===== src/rtl/guessing_game_n.sv =====
// Reaction game core: lights one of N targets per timed window, scores button presses
// against it, and latches WIN or LOSE once the hit or miss limit is reached.
//
// state | meaning
// IDLE  | display dark, waiting for any press to start
// RUN   | target lit, first press or window expiry decides hit/miss
// HIT   | all LEDs on for one window, then next target or WIN
// MISS  | all LEDs off for one window, then next target or LOSE
// WIN   | alternating pattern toggling each window, held until reset
// LOSE  | display dark, held until reset
module guessing_game_n #(
   parameter int N         = 4,
   parameter int TICK_DIV  = 25_000_000,
   parameter int SCORE_W   = 4,
   parameter int WIN_SCORE = 10,
   parameter int MAX_MISS  = 3
) (
   input  logic               clk,
   input  logic               btnC,
   input  logic [N-1:0]       btn,
   input  logic [1:0]         speed,
   input  logic               mode,
   output logic [N-1:0]       led,
   output logic [SCORE_W-1:0] score,
   output logic [SCORE_W-1:0] misses,
   output logic               win,
   output logic               lose
);
   localparam int IW = (N > 1) ? $clog2(N) : 1;
   localparam int TW = $clog2(TICK_DIV + 1);
   localparam logic [N-1:0] ALT = {(N/2){2'b01}};

   typedef enum logic [2:0] {IDLE, RUN, HIT, MISS, WIN, LOSE} state_t;

   state_t             state, state_nx;
   logic [TW-1:0]      tick, tick_nx;
   logic [TW-1:0]      period, period_nx;
   logic [TW-1:0]      new_period;
   logic [IW-1:0]      idx, idx_nx, idx_step;
   logic [7:0]         lfsr;
   logic               lfsr_fb;
   logic [N-1:0]       led_nx, tgt;
   logic [SCORE_W-1:0] score_nx, misses_nx;
   logic               expire;

   assign new_period = TW'(TICK_DIV >> speed);
   assign expire     = (tick == period - 1'b1);
   assign tgt        = N'(1) << idx;
   assign idx_step   = mode ? lfsr[IW-1:0] : idx + 1'b1;
   assign lfsr_fb    = lfsr[7] ^ lfsr[5] ^ lfsr[4] ^ lfsr[3];

   always_comb begin
      state_nx  = state;
      tick_nx   = tick + 1'b1;
      period_nx = period;
      idx_nx    = idx;
      led_nx    = led;
      score_nx  = score;
      misses_nx = misses;
      unique case (state)
         IDLE: begin
            tick_nx = '0;
            led_nx  = '0;
            if (|btn) begin
               state_nx  = RUN;
               idx_nx    = '0;
               period_nx = new_period;
               led_nx    = N'(1);
            end
         end
         RUN: begin
            // a press on the expiry cycle wins over the timeout
            if (btn == tgt) begin
               state_nx  = HIT;
               score_nx  = score + 1'b1;
               tick_nx   = '0;
               period_nx = new_period;
               led_nx    = '1;
            end else if ((btn != '0) || expire) begin
               state_nx  = MISS;
               misses_nx = misses + 1'b1;
               tick_nx   = '0;
               period_nx = new_period;
               led_nx    = '0;
            end
         end
         HIT, MISS: begin
            if (expire) begin
               tick_nx   = '0;
               period_nx = new_period;
               if ((state == HIT) && (score == SCORE_W'(WIN_SCORE))) begin
                  state_nx = WIN;
                  led_nx   = ALT;
               end else if ((state == MISS) && (misses == SCORE_W'(MAX_MISS))) begin
                  state_nx = LOSE;
                  led_nx   = '0;
               end else begin
                  state_nx = RUN;
                  idx_nx   = idx_step;
                  led_nx   = N'(1) << idx_step;
               end
            end
         end
         WIN: begin
            if (expire) begin
               tick_nx = '0;
               led_nx  = ~led;
            end
         end
         LOSE: begin
            tick_nx = '0;
            led_nx  = '0;
         end
         default: begin
            state_nx = IDLE;
            tick_nx  = '0;
            led_nx   = '0;
         end
      endcase
   end

   always_ff @(posedge clk) begin
      if (btnC) begin
         state  <= IDLE;
         tick   <= '0;
         period <= TW'(TICK_DIV);
         idx    <= '0;
         lfsr   <= 8'h01;
         led    <= '0;
         score  <= '0;
         misses <= '0;
         win    <= 1'b0;
         lose   <= 1'b0;
      end else begin
         state  <= state_nx;
         tick   <= tick_nx;
         period <= period_nx;
         idx    <= idx_nx;
         lfsr   <= {lfsr[6:0], lfsr_fb};
         led    <= led_nx;
         score  <= score_nx;
         misses <= misses_nx;
         win    <= (state_nx == WIN);
         lose   <= (state_nx == LOSE);
      end
   end
endmodule


===== config.mk =====
export PLATFORM = sky130hd
export DESIGN_NAME = guessing_game_n
export DESIGN_NICKNAME = d
export VERILOG_FILES = /design/src/rtl/guessing_game_n.sv
export SDC_FILE = /design/constraint.sdc
export NUM_CORES = 1
export LEC_CHECK = 0
export CAP_MARGIN = 25
export CORE_MARGIN = 1.5
export CORE_UTILIZATION = 56
export CTS_CLUSTER_DIAMETER = 80
export DETAILED_ROUTE_END_ITERATION = 12
export PLACE_DENSITY = 0.76
export SLEW_MARGIN = 20
export SYNTH_ARGS = -nofsm -noshare
export SYNTH_HDL_FRONTEND = slang
export SYNTH_SLANG_ARGS = --single-unit

===== constraint.sdc =====
create_clock -name clk -period 8.3 [get_ports clk]
set_input_delay 1.66 -clock clk [delete_from_list [all_inputs] [get_ports clk]]
set_output_delay 1.66 -clock clk [all_outputs]
set_load 0.03 [all_outputs]

* Word-level counts from Yosys, hierarchy flattened
Index checks and enable logic that the tools add are counted.
** Storage, ports and cells
- Logic and storage cells :: 86
- Memories kept :: 0
- Bits in registers :: 77
- Input bits :: 9
- ROM bits :: 0
- Output and inout port bits :: 14
- Bits in writable memories :: 0
- Latch bits :: 0
** Operators by class
- $mul :: 0
- Reduce and logical (&&, ||, !) cells :: 16
- Mux-type cells :: 30
- Bitwise logic cells :: 5
- $lt $le $gt $ge :: 0
- Add/sub/neg operators :: 5
- Shifts and indexed selects :: 3
- Div/mod/pow operators :: 0
- Equal/unequal tests :: 17
** Operator list (number)
- two-way mux 25 bit :: 7
- case mux 25 bit (3 select lines) :: 1
- case mux 25 bit (2 select lines) :: 1
- adder 25 x 1 -> 25 bit (second input constant) :: 1
- equality test 25 bit :: 1
- right shift 25 x 2 -> 25 bit (first input constant) :: 1
- subtractor 25 x 1 -> 25 bit (second input constant) :: 1
- two-way mux 4 bit :: 6
- two-way mux 3 bit :: 6
- case mux 4 bit (4 select lines) :: 1
- equality test 3 bit (second input constant) :: 4
- case mux 3 bit (4 select lines) :: 1
- two-way mux 2 bit :: 5
- != test 2 bit (second input constant) :: 5
- adder 4 x 1 -> 4 bit (second input constant) :: 2
- left shift 1 x 2 -> 4 bit (first input constant) :: 2
- equality test 3 x 2 -> 1 bit (second input constant) :: 2
- AND reduction 3 bit :: 2
- AND reduction 5 bit :: 1
- equality test 4 x 2 -> 1 bit (second input constant) :: 1
- equality test 4 bit :: 1
- equality test 4 bit (second input constant) :: 1
- NOT 4 bit :: 1
- case mux 2 bit (2 select lines) :: 1
- other kinds (17) :: 21

* Depth between registers and ports, before layout
Gate-level depths: netlist of run 1.
- Depth after elaboration :: 7
- Gate-level depth with buffers :: 10
- Gate-level depth less buffers :: 8

* Worst setup path before layout of run 1
No wires, ideal clock.
- Path type :: input-to-reg
- Start :: input btn[3]
- End :: register tick[5]
- Setup time :: 0.064 ns
- Cell stages on the path :: 9
- Buffers on the path :: 3
- Path slack :: 4.641 ns
- Required time :: 8.236 ns
- Data arrival time :: 3.595 ns
- Cells stage by stage :: or4_1 > clkbuf_1 > a41oi_1 > a21oi_1 > o21a_1 > or3_1 > clkbuf_1 > buf_2 > nor2_1
** Between the ends
- Cells in the longest elaborated chain, start to end :: 5
- Elaborated cells on any way between the ends :: 6
- Those cells by class :: eq/ne: 1; mux: 3; reduce/logical: 2
** Ends and longest elaborated chain
- start: declaration :: RTL line 20 : input logic [N-1:0] btn,
- nonzero test 4 bit :: RTL line 79 : end else if ((btn != '0) || expire) begin
- logical OR 1 bit :: RTL line 79
- two-way mux 25 bit :: RTL line 79
- two-way mux 25 bit (*) :: RTL line 73 : if (btn == tgt) begin
- case mux 25 bit (2 select lines) (*) :: RTL line 60 : unique case (state)
- end signal: assignment :: RTL line 136 : tick <= tick_nx;
- end: declaration :: RTL line 36 : logic [TW-1:0] tick, tick_nx;
Mark *: on every way between the ends. The rest lies on a longest branch, timed or not.
A chain may end at the register's enable or synchronous reset.

* Final worst setup path of run 1
- Start :: input btn[3]
- End :: register tick[15]
The elaborated chain is that of the path after synthesis.

==> impl_results.md, run 1 <==
* Worst hold start: lfsr[6]$_SDFF_PP0_
* Port Buffer Count at 22
* CTS tree: built
* Core Area at 0.00589 mm^2
* Fill count at 498
* DRT iter0 DRCs at 171
* Most common flop cell mapped by yosys: dfxtp_1
* Peak supply drop at 0.000112 V
* Final instance area at 0.00382 mm^2
* Ports at 23
* Worst r2r src: period[8]$_SDFFE_PP0P_
* Number of synthesized flops with an enable pin at 0
* Worst-Margin Slew at 0.809 ns
* Mapped Cells at 400
* Die H at 80.8 um
* Final Setup Violations at 0
* GR Overflow Total at 0
* Crit. End Element: flop
* Post-Syn Area at 0.00339 mm^2
* Arr. time, crit path at 4.42 ns
* Detailed-route via count at 2,869
* Hold-fix buffers, CTS at 0
* CTS H-tree depth at 3
* Clock Tree Root: clkbuf_8
* Initial core utilization at 0.575
* Ant. Diodes at 0
* # DRC at 0
* Hold Crit Class: reg2reg
* Worst Setup SP: btn[3]
* CTS Buf Count at 9
* DRT Wirelength at 7510 um
* GRT Total Usage at 0.246
* Number of global-route vias before repair at 2,724
* CP Launch Type: input port
* Worst stage delay on the critical path at 0.71 ns
* Syn nets at 418
* Area fraction of the dominant cell type after synthesis at 0.373
* P_leak at 1.37 nW
* CTS-repair resized insts at 0
* F_max at 0.240 GHz
* Die area at 0.00652 mm^2
* Crit Path Class: in2reg
* Pin count of the biggest net entering global routing at 43
* Skew-Pair Late Insertion Delay at 0.34 ns
* Max Cap Viol at 0
* Global-route wire length before repair at 12,400 um
* Placed Instance Area at 0.00360 mm^2
* NumNets Final at 428
* CTS clk-pin slew, worst paths at 0.07 ns
* Initial antenna violation count at 0
* Final worst path period need at 4.16 ns
* Post-DR wirelength/cell at 15.4 um
* Number of warnings issued by yosys at 0
* Area contributors post-synth: dfxtp_1 (37%), xor2_1 (8.3%), nor2_1 (4.9%)
* Number of cells on the worst reg-to-reg path at 9
* CP cell instances: clkdlybuf4s50_1 -> or4_1 -> a41oi_1 -> a21oi_1 -> o21a_1 -> or3_1 -> nor2_1
* PD cells at 186 mW/mm^2
* Synthesis-to-finish area growth at 12.7%
* Layout cells sized above 1 at 0.0628
* Worst R2R End: tick[15]$_SDFF_PP0_
* Critical path's top delay family: simple AND/OR/NAND/NOR gates
* Clk_skew at 0.00933 ns
* Post-synth ARST share at 0
* Critical path depth at 7
* CTS Sinks at 63
* Cell Rows at 28
* Post-CTS setup buffers at 0
* #FFs+latches synth at 63
* Die Wd at 80.8 um
* Critical path endpoint: tick[15]$_SDFF_PP0_
* Critical Path Fanout Max at 25
* CP Data Required Time at 8.56 ns
* DRT antenna net count at 0
* Period utilisation layout at 0.501
* Final Hold Violating Endpoints at 0
* Synth area leader: dfxtp_1
* Final Max Tran Viols at 0
* Setup TNS Final at 0 ns
* DPL Wire Length at 5030 um
* Relative slew slack at 0.461
* Sequential fraction of the synthesis area at 0.373
* Crit path max-delay cell type: or3_1
* Via density per instance at 5.87
* Clock tree buffer depth at 2
* RSZ-0062 raised after global routing: no
* Outcome: finished clean
* R2R Setup Slk at 5.09 ns
* WP buf/inv at 1
* Yosys cell types at 54
* WHS at 0.447 ns
* Routability cong. at 0.872
* Syn_area_per_cell at 8.46 um^2
* Count of TritonRoute iterations in the first routing pass at 4
==> logic make-up (layout without fill, tap and decap cells) <==
| family | Yosys count | in the layout | share of synthesized area |
|---|---|---|---|
| and+or+nand+nor | 174 | 174 | 0.267 |
| muxes | 5 | 5 | 0.0159 |
| DFF | 63 | 63 | 0.373 |
| xor gates and xnor gates | 50 | 50 | 0.129 |
| AOI/OAI and AO/OA | 57 | 57 | 0.129 |
| adders and majority gates | 9 | 9 | 0.0333 |
| buffers and inverters | 42 | 56 | 0.0532 |
==> where the power goes <==
part | leakage [nW] | switching, mW | internal [mW] | total (mW)
Combinational | 0.747 | 0.0519 | 0.0385 | 0.0904
Sequential | 0.512 | 0.0157 | 0.314 | 0.329
Clock | 0.109 | 0.116 | 0.175 | 0.291
Total | 1.37 | 0.183 | 0.527 | 0.710
==> through the flow <==
stage / setup slack, ns / utilization / power, mW / instances
floorplan: 4.64 / - / 0.399 / 400
global placement: 3.93 / 0.612 / 0.422 / 473
detailed placement: 3.82 / 0.612 / 0.424 / 473
CTS: 4.17 / 0.648 / 0.713 / 488
global route: 3.97 / 0.649 / 0.737 / 489
finish: 4.14 / 0.649 / 0.710 / 489
==> metal layers <==
metal | share of wire | wire (um) | global-route usage
met3 | 0.045 | 339 | 0.0449
met1 | 0.48 | 3570 | 0.323
met4 | 0.021 | 157 | 0.136
met5 | 0 | 0 | 0
met2 | 0.46 | 3450 | 0.380
==> cells in the final DEF (no fill, tap or decap), types with 4 or more instances in the layout <==
master	synthesis	final
nand4_1	13	13
inv_1	16	16
xnor2_1	18	18
nor3_1	18	18
dfxtp_1	63	63
nand3_1	19	19
or3_1	5	5
o211ai_1	5	5
clkdlybuf4s50_1	0	22
a21oi_1	7	7
o21ai_0	4	4
nor2_1	44	44
nand2_1	25	25
ha_1	9	9
nor2b_1	12	12
and4_1	4	4
and3_1	5	5
a211oi_1	8	8
nand2b_1	4	4
nor4_1	12	11
clkbuf_8	0	10
a211o_1	4	4
xor2_1	32	32
==> layout make-up <==
cell class	instances	area, um^2	share of cell area
clock buffer	11	141	0.0370
multi-input combinational	295	1950	0.511
inverter	16	60.1	0.0157
timing repair buffer	25	240	0.0629
clock inverter	4	70.1	0.0184
tap	75	93.8	0.0246
sequential	63	1260	0.330
==> synth_stat cells (2+ instances only) <==
cell	n
buf_2	5
or3_1	5
buf_1	3
and2_1	3
a21o_1	3
o32a_1	2
buf_6	2
or4_1	2
o21a_1	2
nor4_1	12
and4_1	4
a211o_1	4
and3_1	5
a21oi_1	7
inv_1	16
xor2_1	32
nor2_1	44
mux2i_1	2
a32o_1	2
o211ai_1	5
mux2_2	3
nand2_1	25
nor2b_1	12
o21ai_0	4
nand2b_1	4
o41ai_1	2
xnor2_1	18
a311oi_1	3
nor3_1	18
clkbuf_1	15
nand3b_1	2
a211oi_1	8
o31a_1	2
o32ai_1	3
dfxtp_1	63
or4b_1	2
ha_1	9
nand3_1	19
nand4_1	13
==> worst min path at each step <==
stage / endpoint / slack [ns] / cells past startpoint
floorplan: tick[0]$_SDFF_PP0_ / 0.41 / 1
global placement: tick[0]$_SDFF_PP0_ / 0.42 / 1
detailed placement: lfsr[3]$_SDFF_PP0_ / 0.44 / 1
CTS: lfsr[7]$_SDFF_PP0_ / 0.45 / 1
global route: tick[0]$_SDFF_PP0_ / 0.46 / 1
finish: lfsr[7]$_SDFF_PP0_ / 0.45 / 1
==> registers in the layout (all words and copies together), names as in the netlist <==
name	flops
period	11
misses	4
win	1
led	4
score	4
tick	25
lose	1
state	3
lfsr	8
idx	2
Note: power is estimated with default switching activity, not from simulation.
==> run 2: changes to the inputs <==
clock period = 4.3 ns   (was 8.3 ns; I/O delays follow)
==> run 2 against run 1 <==
Compared with the run above: clock power is 100% higher; critical path depth unchanged; count of clock-buffer cells in the layout grew 2; clock skew about the same; wire length down 2.8%; sequential power is 93% higher; die area unchanged; setup slack got worse by 3.2 ns; combinational power is 91% higher; critical path type unchanged; largest power group unchanged.
==> impl_results.md, run 2 (same netlist as run 1, synthesis figures left out) <==
* Most frequent cells in the layout: dfxtp_1 (63), nor2_1 (44), xor2_1 (32)
* Hold Crit Class: reg2reg
* GR Util met2 at 0.387
* NumNets Final at 428
* Final worst path period need at 3.35 ns
* Cell Rows at 28
* Routability cong. at 0.861
* # DRC at 0
* Most used routing layer: met2
* DRT antenna net count at 0
* GRT Total Usage at 0.247
* Met1 usage in global routing at 0.338
* Pin count of the biggest net entering global routing at 26
* Commonest non-fill, non-tap cell in the layout: dfxtp_1
* Post-CTS setup buffers at 0
* Worst R2R End: tick[3]$_SDFF_PP0_
* R2R Setup Slk at 1.07 ns
* Skew-Pair Late Insertion Delay at 0.34 ns
* Multi-input gate area at 0.00195 mm^2
* Number of cells on the worst reg-to-reg path at 9
* Count of TritonRoute iterations in the first routing pass at 5
* CTS Sinks at 63
* Worst-Margin Slew at 0.803 ns
* Initial core utilization at 0.575
* Clock Tree Root: clkbuf_8
* Max Cap Viol at 0
* DRT Wirelength at 7300 um
* CTS-repair resized insts at 0
* Worst stage delay on the critical path at 0.71 ns
* CTS clk-pin slew, worst paths at 0.07 ns
* DPL Wire Length at 5100 um
* Critical Path Fanout Max at 25
* Regs by FF count: tick: 25 flops, period: 11 flops, lfsr: 8 flops
* Top reg by flops: tick
* Detailed-route via count at 2,880
* Relative slew slack at 0.465
* P_leak at 1.37 nW
* Max FFs per register at 25
* CTS tree: built
* F_max at 0.298 GHz
* Hold Path End: tick[0]$_SDFF_PP0_
* Die Wd at 80.8 um
* Die area at 0.00652 mm^2
* Setup TNS Final at 0 ns
* Worst r2r src: period[8]$_SDFFE_PP0P_
* WHS Path Cells at 1
* Number of global-route vias before repair at 2,657
* DRT iter0 DRCs at 174
* CP cell instances: clkdlybuf4s50_1 -> or4_1 -> a41oi_1 -> a21oi_1 -> o21a_1 -> or3_1 -> nor2_1
* Synthesis-to-finish area growth at 13.2%
* CP Data Required Time at 4.57 ns
* Final Max Tran Viols at 0
* Outcome: finished clean
* Hold-fix buffers, CTS at 0
* RSZ-0062 raised after global routing: no
* Clk_skew at 0.00944 ns
* WHS at 0.445 ns
* CTS H-tree depth at 3
* Die H at 80.8 um
* Crit path max-delay cell type: or3_1
* CTS Buf Count at 9
* PD cells at 363 mW/mm^2
* Clock tree buffer depth at 2
* Peak supply drop at 0.000212 V
* Post-DR wirelength/cell at 14.9 um
* Period utilisation layout at 0.779
* Global-route wire length before repair at 12,500 um
* Worst hold start: tick[0]$_SDFF_PP0_
* Final Setup Violations at 0
* Fill count at 483
* Ant. Diodes at 0
* CP Launch Type: input port
* Crit. End Element: flop
* Grt met3 use at 0.0528
* Initial antenna violation count at 0
* Via density per instance at 5.88
* Core Area at 0.00589 mm^2
* Port Buffer Count at 22
* Sequential cell area at 0.00126 mm^2
* Layout cells sized above 1 at 0.0627
* Arr. time, crit path at 3.62 ns
* Ports at 23
* Crit Path Class: in2reg
* GR Overflow Total at 0
* Final Hold Violating Endpoints at 0
## run 2: cell count changes in the layout (fill, tap and decap cells not counted)
cell,before,now
clkbuf_8,10,11
clkinv_2,2,1
buf_4,2,3
clkbuf_1,1,2
clkbuf_2,1,0
## run 2: metal layers
layer,vias up,share of wire
met5,-,0
li1,1438,-
met4,0,0.011
met1,1337,0.49
met3,14,0.050
met2,91,0.45
## run 2: critical path, delay by kind of cell
kind	cells	cell delay, ns
AOI/OAI and AO/OA	3	0.70
buffers and inverters	1	0.45
and+or+nand+nor	3	1.59
## run 2: metrics by stage
step	cell area (um^2)	instances	total power [mW]	setup slack (ns)	utilization
after global placement	3610	474	0.815	0.734	0.613
after CTS	3830	490	1.40	0.927	0.651
after global routing	3830	490	1.45	0.715	0.651
after detailed placement	3610	474	0.817	0.615	0.613
after floorplan	3390	400	0.770	1.44	-
final	3830	490	1.39	0.949	0.651
## run 2: area by class of cell
type / instances / share of cell area
multi-input combinational: 295 / 0.509
inverter: 16 / 0.0157
tap: 75 / 0.0245
clock buffer: 13 / 0.0415
timing repair buffer: 25 / 0.0633
clock inverter: 3 / 0.0170
sequential: 63 / 0.329
## run 2: how the worst max path moves through the flow
stage | startpoint | to | slack, ns | cells past startpoint
3_3_place_gp | btn[3] | tick[8]$_SDFF_PP0_ | 0.73 | 7
5_1_grt | btn[3] | tick[3]$_SDFF_PP0_ | 0.72 | 7
3_5_place_dp | btn[3] | tick[9]$_SDFF_PP0_ | 0.61 | 7
4_1_cts | btn[3] | tick[9]$_SDFF_PP0_ | 0.93 | 7
2_1_floorplan | btn[3] | tick[5]$_SDFF_PP0_ | 1.44 | 9
6_report | btn[3] | tick[3]$_SDFF_PP0_ | 0.95 | 7
## run 2: where the power goes
part	switching (mW)	internal (mW)	total [mW]	leakage, nW
Sequential	0.0294	0.605	0.635	0.512
Clock	0.227	0.358	0.585	0.114
Combinational	0.0987	0.0743	0.173	0.747
Total	0.355	1.04	1.39	1.37
==> edit, RTL diff (config.mk and constraints of run 2) <==
Put one more register stage on the output `score`, without a reset. The value now appears one clock later. The other outputs are not delayed to match.
--- a/src/rtl/guessing_game_n.sv
+++ b/src/rtl/guessing_game_n.sv
@@ -34,2 +34,4 @@
 
+   logic [SCORE_W-1:0] score_s0;
+
    state_t             state, state_nx;
@@ -57,3 +59,3 @@
       led_nx    = led;
-      score_nx  = score;
+      score_nx  = score_s0;
       misses_nx = misses;
@@ -74,3 +76,3 @@
                state_nx  = HIT;
-               score_nx  = score + 1'b1;
+               score_nx  = score_s0 + 1'b1;
                tick_nx   = '0;
@@ -90,3 +92,3 @@
                period_nx = new_period;
-               if ((state == HIT) && (score == SCORE_W'(WIN_SCORE))) begin
+               if ((state == HIT) && (score_s0 == SCORE_W'(WIN_SCORE))) begin
                   state_nx = WIN;
@@ -129,3 +131,3 @@
          led    <= '0;
-         score  <= '0;
+         score_s0 <= '0;
          misses <= '0;
@@ -140,3 +142,3 @@
          led    <= led_nx;
-         score  <= score_nx;
+         score_s0 <= score_nx;
          misses <= misses_nx;
@@ -146,2 +148,6 @@
    end
+   always_ff @(posedge clk) begin
+      score <= score_s0;
+   end
+
 endmodule
Formal check against the unedited RTL: not equivalent (Yosys sat finds a counterexample within 4 cycles, from zero or initial values).
==> edit against run 2 <==
Synthesized area decreased by 2.8%. Sequential cell count grew 4. Clock skew is 0.0027 ns lower. Setup slack better by 0.099 ns. Combinational power increased by 50%. Wire length is 14% lower. Register-to-register slack improved by 0.32 ns. Final cell count down 5.1%. Cell area decreased by 2.1%. Maximum frequency grew 3.0%. Total power rose by 8.8%. Utilization up 2.2 points. Critical path type unchanged. Largest power group unchanged. Highest routed layer unchanged.
==> edit: results (changes against run 2) <==
* Status: finished clean
* First-pass GRT wire length at 10790 um (-14%)
* Vias per inst at 5.490 (-6.6%)
* Met1 Use GR at 0.2935 (-0.04425)
* RePlAce Congestion at 0.8406 (-2.4%)
* Wire length on met1 at 3076 um (-13%)
* Peak VDD IR at 262.5 uV (+24%)
* Crit path DAT at 3.51 ns (-0.11 ns)
* Number of global-route vias before repair at 2436 (-8.3%)
* Top Layer Used: met4
* Post-DP Area at 3535 um2 (-2.0%)
* Largest net degree at the start of global routing at 36 (+38%)
* Slowest CP cell: nor4_1
* Grt met3 use at 0.05600 (+0.003191)
* DP Worst Slack at 0.7206 ns (+0.1060 ns)
* Fin Clk Skew at 0.006739 ns (-0.002703 ns)
* Synth cell types at 55 (+1.9%)
* Global Route Usage Sum at 0.2222 (-0.02505)
* Hold Slack at 0.3916 ns (-0.05326 ns)
* Slew HR at 0.4629 (-0.001643)
* R2R setup slack at 1.39 ns (+0.32 ns)
* Syn Nets at 385 (-7.9%)
* Min-Delay Endpoint: score[3]
* DP Wirelength at 4367 um (-14%)
* # fillers at 466 (-3.5%)
* Reg2reg end: tick[17]
* H-tree Lvls at 3 (unchanged)
* Met3 Wirelength at 349 um (-4.6%)
* Post-CTS Setup Inserts at 0 (unchanged)
* Initial DRC count at 187 (+7.5%)
* Max incr delay on CP at 0.73 ns (+0.02 ns)
* Top post-synthesis cells by area: dfxtp_1 41%, xor2_1 8.0%, nor2_1 7.0%
* Min-delay src: score_s0[3]
* Register area share after synthesis at 0.4076 (+0.03510)
* Synth-to-layout area growth at 14.03%
* Share of cells above drive strength 1 at 0.07888 (+0.01623)
* R2R cell count at 9 (unchanged)
* WL per Instance at 13.46 um (-9.6%)
* Met2 wire length at 2745 um (-17%)
* Leak at 1.414 nW (+3.0%)
* Hold Path Depth at 0 (-1)
* Commonest cells in the netlist: 67 x dfxtp_1, 61 x nor2_1, 30 x xor2_1
* 1st-pass router iterations at 4 (-1)
* Async SR Flop Fraction at 0 (unchanged)
* Final nets at 406 (-5.1%)
* Routing usage on met2 at 0.3424 (-0.04502)
[edit: final cells by class]
cell class / instances / area share
Clock buffer: 10 / 0.03401
Clock inverter: 6 / 0.02401
Inverter: 13 / 0.01300
Multi-Input combinational cell: 274 / 0.4868
Sequential cell: 67 / 0.3575
Tap cell: 72 / 0.02401
Timing Repair Buffer: 23 / 0.06069
[edit: worst max-delay path by stage]
stage / startpoint / endpoint / slack [ns] / cells after the start
final: btn[3] / tick[17] / 1.05 / 7
after global routing: btn[3] / tick[8] / 0.81 / 7
after CTS: btn[3] / tick[15] / 1.04 / 7
after detailed placement: btn[3] / tick[17] / 0.72 / 7
after global placement: btn[3] / tick[12] / 0.82 / 7
after floorplan: btn[3] / tick[10] / 1.81 / 7
[edit: kinds of logic after synthesis]
group                      after synthesis  share of synthesized area
and+or+nand+nor                        157                     0.2414
xor gates and xnor gates                47                     0.1297
adders and majority gates                9                    0.03422
muxes                                    9                    0.02776
AOI/OAI and AO/OA                       52                     0.1221
DFF                                     67                     0.4076
buffers and inverters                   26                    0.03726
[edit: power by group]
| part | total, W | switching (W) | internal [W] | leakage (nW) |
|---|---|---|---|---|
| registers | 0.000693 | 0.0000401 | 0.000653 | 0.545 |
| logic | 0.000260 | 0.000147 | 0.000113 | 0.763 |
| clock network | 0.000563 | 0.000236 | 0.000327 | 0.106 |
| total | 0.00152 | 0.000423 | 0.00109 | 1.41 |
[edit: metrics by stage]
step                 power, W  cells
global route         0.001590    465
floorplan           0.0009041    367
global placement    0.0009587    449
finish               0.001516    465
detailed placement  0.0009650    449
CTS                  0.001530    465
[edit: critical path: cells and delay by family]
family | cells | cell delay [ns]
compound gates | 3 | 0.52
simple gates | 3 | 1.68
buf+inv | 1 | 0.45
